--- src/rtl/serial_link_phy_ctrl.sv ---
// Serial link PHY TX controller. It arbitrates between control and payload
// requesters onto one PHY lane group and applies new PHY timing only while the
// link is quiet.
module serial_link_phy_ctrl #(
  parameter int NumLanes     = 8,
  parameter int EnDdr        = 1,
  parameter int MaxClkDiv    = 32,
  parameter int DefClkDiv    = 8,
  parameter int QuietCycles  = 4,
  parameter int MaxCtrlBurst = 4,
  localparam int PhyW        = NumLanes * (1 + EnDdr),
  localparam int CfgW        = $clog2(MaxClkDiv) + 1
) (
  input  logic            clk_i,
  input  logic            rst_ni,
  input  logic [PhyW-1:0] ctrl_data_i,
  input  logic            ctrl_valid_i,
  output logic            ctrl_ready_o,
  input  logic [PhyW-1:0] data_data_i,
  input  logic            data_valid_i,
  output logic            data_ready_o,
  input  logic [CfgW-1:0] cfg_clk_div_i,
  input  logic [CfgW-1:0] cfg_shift_start_i,
  input  logic [CfgW-1:0] cfg_shift_end_i,
  input  logic            cfg_valid_i,
  output logic            cfg_ready_o,
  output logic            cfg_err_o,
  output logic [PhyW-1:0] phy_data_o,
  output logic            phy_valid_o,
  input  logic            phy_ready_i,
  output logic [CfgW-1:0] phy_clk_div_o,
  output logic [CfgW-1:0] phy_shift_start_o,
  output logic [CfgW-1:0] phy_shift_end_o,
  output logic            busy_o
);

  localparam int BurstW = $clog2(MaxCtrlBurst + 1);
  localparam int QcntW  = (QuietCycles > 1) ? $clog2(QuietCycles) : 1;
  localparam logic [CfgW-1:0]   MaxDiv   = CfgW'(MaxClkDiv);
  localparam logic [BurstW-1:0] MaxBurst = BurstW'(MaxCtrlBurst);
  localparam logic [QcntW-1:0]  QcntLast = QcntW'(QuietCycles - 1);

  typedef enum logic [1:0] {IDLE, SEND, QUIET, APPLY} state_e;

  state_e            state_q, state_d;
  logic [BurstW-1:0] burst_q, burst_d;
  logic [QcntW-1:0]  qcnt_q, qcnt_d;
  logic              pend_q, pend_d;
  logic              err_q, err_d;
  logic              valid_q, valid_d;
  logic [PhyW-1:0]   data_q, data_d;
  logic [CfgW-1:0]   sh_div_q, sh_div_d, sh_start_q, sh_start_d, sh_end_q, sh_end_d;
  logic [CfgW-1:0]   div_q, div_d, start_q, start_d, end_q, end_d;

  logic cfg_ok, cfg_take, cfg_rej, can_grant, gnt_ctrl, gnt_data;

  // Config legality, and whether an offered config is latched or rejected.
  // A pending config masks further offers until it has been applied.
  always_comb begin
    cfg_ok   = (cfg_clk_div_i >= CfgW'(2)) && (cfg_clk_div_i <= MaxDiv) &&
               (cfg_shift_start_i < cfg_clk_div_i) && (cfg_shift_end_i < cfg_clk_div_i);
    cfg_take = cfg_valid_i && !pend_q && cfg_ok;
    cfg_rej  = cfg_valid_i && !pend_q && !cfg_ok;
  end

  // Arbitration: ctrl wins unless it has used up its burst while data waits.
  // A freshly latched config blocks the grant in the same cycle.
  always_comb begin
    can_grant = rst_ni && !pend_q && !cfg_take &&
                ((state_q == IDLE) || ((state_q == SEND) && phy_ready_i));
    gnt_ctrl  = can_grant && ctrl_valid_i && !(data_valid_i && (burst_q >= MaxBurst));
    gnt_data  = can_grant && data_valid_i && !gnt_ctrl;
  end

  // Next-state logic for the FSM, the flit register, the burst counter and the config shadow.
  always_comb begin
    state_d    = state_q;
    qcnt_d     = qcnt_q;
    pend_d     = pend_q;
    sh_div_d   = sh_div_q;
    sh_start_d = sh_start_q;
    sh_end_d   = sh_end_q;
    div_d      = div_q;
    start_d    = start_q;
    end_d      = end_q;
    burst_d    = burst_q;
    data_d     = data_q;

    unique case (state_q)
      IDLE: begin
        if (gnt_ctrl || gnt_data) begin
          state_d = SEND;
        end else if (pend_q) begin
          state_d = QUIET;
          qcnt_d  = '0;
        end
      end
      SEND: begin
        if (phy_ready_i && !(gnt_ctrl || gnt_data)) state_d = IDLE;
      end
      QUIET: begin
        if (qcnt_q == QcntLast) state_d = APPLY;
        else                    qcnt_d  = qcnt_q + QcntW'(1);
      end
      APPLY: begin
        div_d   = sh_div_q;
        start_d = sh_start_q;
        end_d   = sh_end_q;
        pend_d  = 1'b0;
        state_d = IDLE;
      end
      default: state_d = IDLE;
    endcase

    if (cfg_take) begin
      pend_d     = 1'b1;
      sh_div_d   = cfg_clk_div_i;
      sh_start_d = cfg_shift_start_i;
      sh_end_d   = cfg_shift_end_i;
    end

    if (gnt_ctrl)      data_d = ctrl_data_i;
    else if (gnt_data) data_d = data_data_i;

    if (!data_valid_i || gnt_data)        burst_d = '0;
    else if (gnt_ctrl && burst_q < MaxBurst) burst_d = burst_q + BurstW'(1);

    valid_d = (state_d == SEND);
    err_d   = cfg_rej;
  end

  // State registers; timing outputs come up at their defaults.
  always_ff @(posedge clk_i or negedge rst_ni) begin
    if (!rst_ni) begin
      state_q    <= IDLE;
      qcnt_q     <= '0;
      pend_q     <= 1'b0;
      err_q      <= 1'b0;
      valid_q    <= 1'b0;
      data_q     <= '0;
      burst_q    <= '0;
      sh_div_q   <= '0;
      sh_start_q <= '0;
      sh_end_q   <= '0;
      div_q      <= CfgW'(DefClkDiv);
      start_q    <= '0;
      end_q      <= CfgW'(DefClkDiv / 2);
    end else begin
      state_q    <= state_d;
      qcnt_q     <= qcnt_d;
      pend_q     <= pend_d;
      err_q      <= err_d;
      valid_q    <= valid_d;
      data_q     <= data_d;
      burst_q    <= burst_d;
      sh_div_q   <= sh_div_d;
      sh_start_q <= sh_start_d;
      sh_end_q   <= sh_end_d;
      div_q      <= div_d;
      start_q    <= start_d;
      end_q      <= end_d;
    end
  end

  assign ctrl_ready_o      = gnt_ctrl;
  assign data_ready_o      = gnt_data;
  assign phy_valid_o       = valid_q;
  assign phy_data_o        = data_q;
  assign cfg_err_o         = err_q;
  assign cfg_ready_o       = (state_q == APPLY) || err_q;
  assign phy_clk_div_o     = div_q;
  assign phy_shift_start_o = start_q;
  assign phy_shift_end_o   = end_q;
  assign busy_o            = (state_q != IDLE);

endmodule

--- config.mk ---
export PLATFORM = sky130hd
export DESIGN_NAME = serial_link_phy_ctrl
export DESIGN_NICKNAME = d
export VERILOG_FILES = /design/src/rtl/serial_link_phy_ctrl.sv
export SDC_FILE = /design/constraint.sdc
export NUM_CORES = 1
export LEC_CHECK = 0
export CAP_MARGIN = 20
export CORE_MARGIN = 5
export CORE_UTILIZATION = 50
export CTS_CLUSTER_DIAMETER = 30
export CTS_CLUSTER_SIZE = 28
export DETAILED_ROUTE_END_ITERATION = 10
export PLACE_DENSITY = 0.86
export SETUP_SLACK_MARGIN = 0.15
export SLEW_MARGIN = 20
export SYNTH_ARGS = -nofsm -noshare
export SYNTH_HDL_FRONTEND = slang
export SYNTH_SLANG_ARGS = --single-unit
--- constraint.sdc ---
create_clock -name clk_i -period 6.5 [get_ports clk_i]
set_input_delay 0.975 -clock clk_i [delete_from_list [all_inputs] [get_ports clk_i]]
set_output_delay 0.975 -clock clk_i [all_outputs]
set_load 0.01 [all_outputs]
==> out/metrics.yaml <==
worst_slack_ps: 1880
cts.repair.resized: 0
drt_pre_antenna_iters: 4
gp_congestion: 0.841
synth_cells: 249
nets: 417
grt_overflow: 0
slew_headroom_pct: 37.1
top_level_ports: 96
synth_largest_area_cell: "dfrtp_1"
place_ws_ps: 1860
post-dp-hpwl_um: 5050
dieArea_mm2: 0.00754
drv_slew: 0
coreArea_mm2: 0.00582
final_util_pct: 71.6
drv_cap: 0
end_kind: "output pin"
syn-cell-area_mm2: 0.00295
leakagePower_uw: 0.00191
status: "complete, no violations"
die_w_um: 86.8
layout_commonest_cell: "clkdlybuf4s50_1"
postCtsSetupBuffers: 0
synth-seq-area-share_pct: 52.7
required_ps: 5520
n_antenna_cell: 0
insertion_delay_ps: 340
die_y_um: 86.8
crit_arrival_ps: 3640
cts_tree: "built"
numCtsBuffers: 9
critPathLaunchType: "input port"
cts_hold_buf: 0
ys_ff_latch: 62
yosysUniqueCellTypes: 35
power_uw: 1680
yosysWarningCount: 0
antenna_found_initial: 0
irDropWorstVdd_mv: 0.249
grt_util_all_layers_pct: 19.5
grt_pass1_vias: 2423
rsz0062_at_grt: "no"
max_freq_mhz: 216
netlist_top_cells_area: "dfrtp_1, mux2_2, nand2_1"
drtIter0Drc: 101
ant_nets: 0
hold-worst-slack_ps: 480
path_max_fanout: 6
vias: 2233
worst_slew_pin_slew_ps: 940
cts_max_level: 3
cts.sinks: 62
cts_root_buf: "clkbuf_8"
finalHoldViolCount: 0
pwr-share-clk_pct: 21.3
drc_errors: 0
io_buffer_count: 95
area_growth_pct: 41.2
clockBufferDepth: 2
start_util_pct: 50.7
finalCritPeriodShare_pct: 71.1
fill_cells: 411
synth_nets: 317
p_seq_share_pct: 39.9
path_class: "in -> out"
grt_max_degree: 64
min_period_ps: 4620
final_cell_mix: "clkdlybuf4s50_1, dfrtp_1, nand2_1"
tns_ps: 0
viasPerCell: 5.21
yosys.area.top_type_share_pct: 50.9
grt_pass1_wl_um: 11300
p_comb_share_pct: 38.8
p_sw_uw: 480
final-setup-viol-count: 0
clkTransAtPathRegs_ps: 70
fin_skew_ps: 10.1
row_count: 28
wl_per_cell_um: 15.8
powerDensity_mw_per_mm2: 403
drive_gt1_share_pct: 21.8
routed_wl_um: 6760
p_int_uw: 1200
p_sw_share_pct: 28.6
hold_path_class: "reg -> reg"
syn-mean-instance-area_um2: 11.8
[per-layer routing]
layer	wire length (µm)	GRT usage (%)	up-vias
li1	-	-	1060
met1	2830	24.0	1069
met2	3150	30.8	91
met3	672	7.70	13
met4	108	7.37	0
met5	0	0	-
[power by group through the flow]
stage	sequential, µW	clock [µW]	combinational [µW]
floorplan	708	0	285
global placement	664	0	643
detailed placement	676	0	659
CTS	670	370	662
global route	695	392	704
finish	669	358	651
[layout make-up]
class,instances,area (µm²),area share (%)
clock inverter,5,75.1,1.80
tap,75,93.8,2.25
inverter,10,37.5,0.901
timing repair buffer,98,968,23.3
sequential,62,1550,37.3
multi-input combinational,168,1310,31.3
clock buffer,11,131,3.15
[flip-flops by register name, indices dropped and copies added, names as in the netlist]
| register | count |
|---|---|
| state_q | 2 |
| phy_data_o | 16 |
| phy_shift_start_o | 6 |
| pend_q | 1 |
| phy_clk_div_o | 6 |
| qcnt_q | 2 |
| sh_end_q | 6 |
| phy_valid_o | 1 |
| burst_q | 3 |
| sh_start_q | 6 |
| cfg_err_o | 1 |
| phy_shift_end_o | 6 |
| sh_div_q | 6 |
[worst paths after layout]
path / from / endpoint / slack (ps) / depth (start not counted)
worst max-delay path: cfg_clk_div_i[4] / ctrl_ready_o / 1880 / 10
worst min-delay path: pend_q / cfg_err_o / 480 / 1
worst max register to register: state_q[1] / phy_data_o[1] / 4280 / 4
worst min register to register: pend_q / cfg_err_o / 480 / 1
max in group asynchronous: rst_ni / sh_start_q[5] / 5180 / 2
min in group asynchronous: rst_ni / phy_data_o[6] / 790 / 2
[cell families (layout without fill, tap and decap cells)]
group	after synthesis	count (layout)	synth area share (%)
AND/OR/NAND/NOR	82	82	13.3
adder cells (fa/ha/maj)	12	12	5.09
buffers and inverters	19	124	3.10
flip-flops	62	62	52.7
AO/OA/AOI/OAI	20	20	4.50
multiplexers	54	54	21.4
[per-stage QoR]
step | instances | cell area [µm²]
global route | 429 | 4170
global placement | 413 | 3960
detailed placement | 413 | 3960
floorplan | 249 | 2950
CTS | 429 | 4170
finish | 429 | 4170
[cell usage after synthesis]
master / instances
o22ai_1: 1
buf_4: 1
inv_1: 10
o21ai_0: 5
a21oi_1: 4
nand4b_1: 2
nand3_1: 2
a22oi_1: 1
dfrtp_1: 60
a31oi_1: 1
mux2_2: 43
mux2_4: 7
mux2i_1: 3
nor3_1: 2
a311oi_1: 1
a221oi_1: 1
a311o_1: 1
nand2b_1: 4
nor4_4: 1
nor2_1: 9
nand3b_1: 1
clkbuf_1: 5
or4_4: 1
mux2_1: 1
dfstp_2: 2
nand4_1: 4
o21ai_2: 1
ha_1: 12
buf_2: 1
or2_2: 3
o22a_1: 1
buf_6: 2
nand2_1: 52
a21o_1: 3
nor3_4: 1
[critical path, cell delays in order]
cell	delay [ps]
clkdlybuf4s50_1	520
inv_1	90
ha_1	330
a21o_1	170
a221oi_1	340
nand4b_1	200
nor4_4	210
or2_2	250
nor2_1	60
clkdlybuf4s50_1	500
No activity file was read; power rests on OpenSTA's default activity.
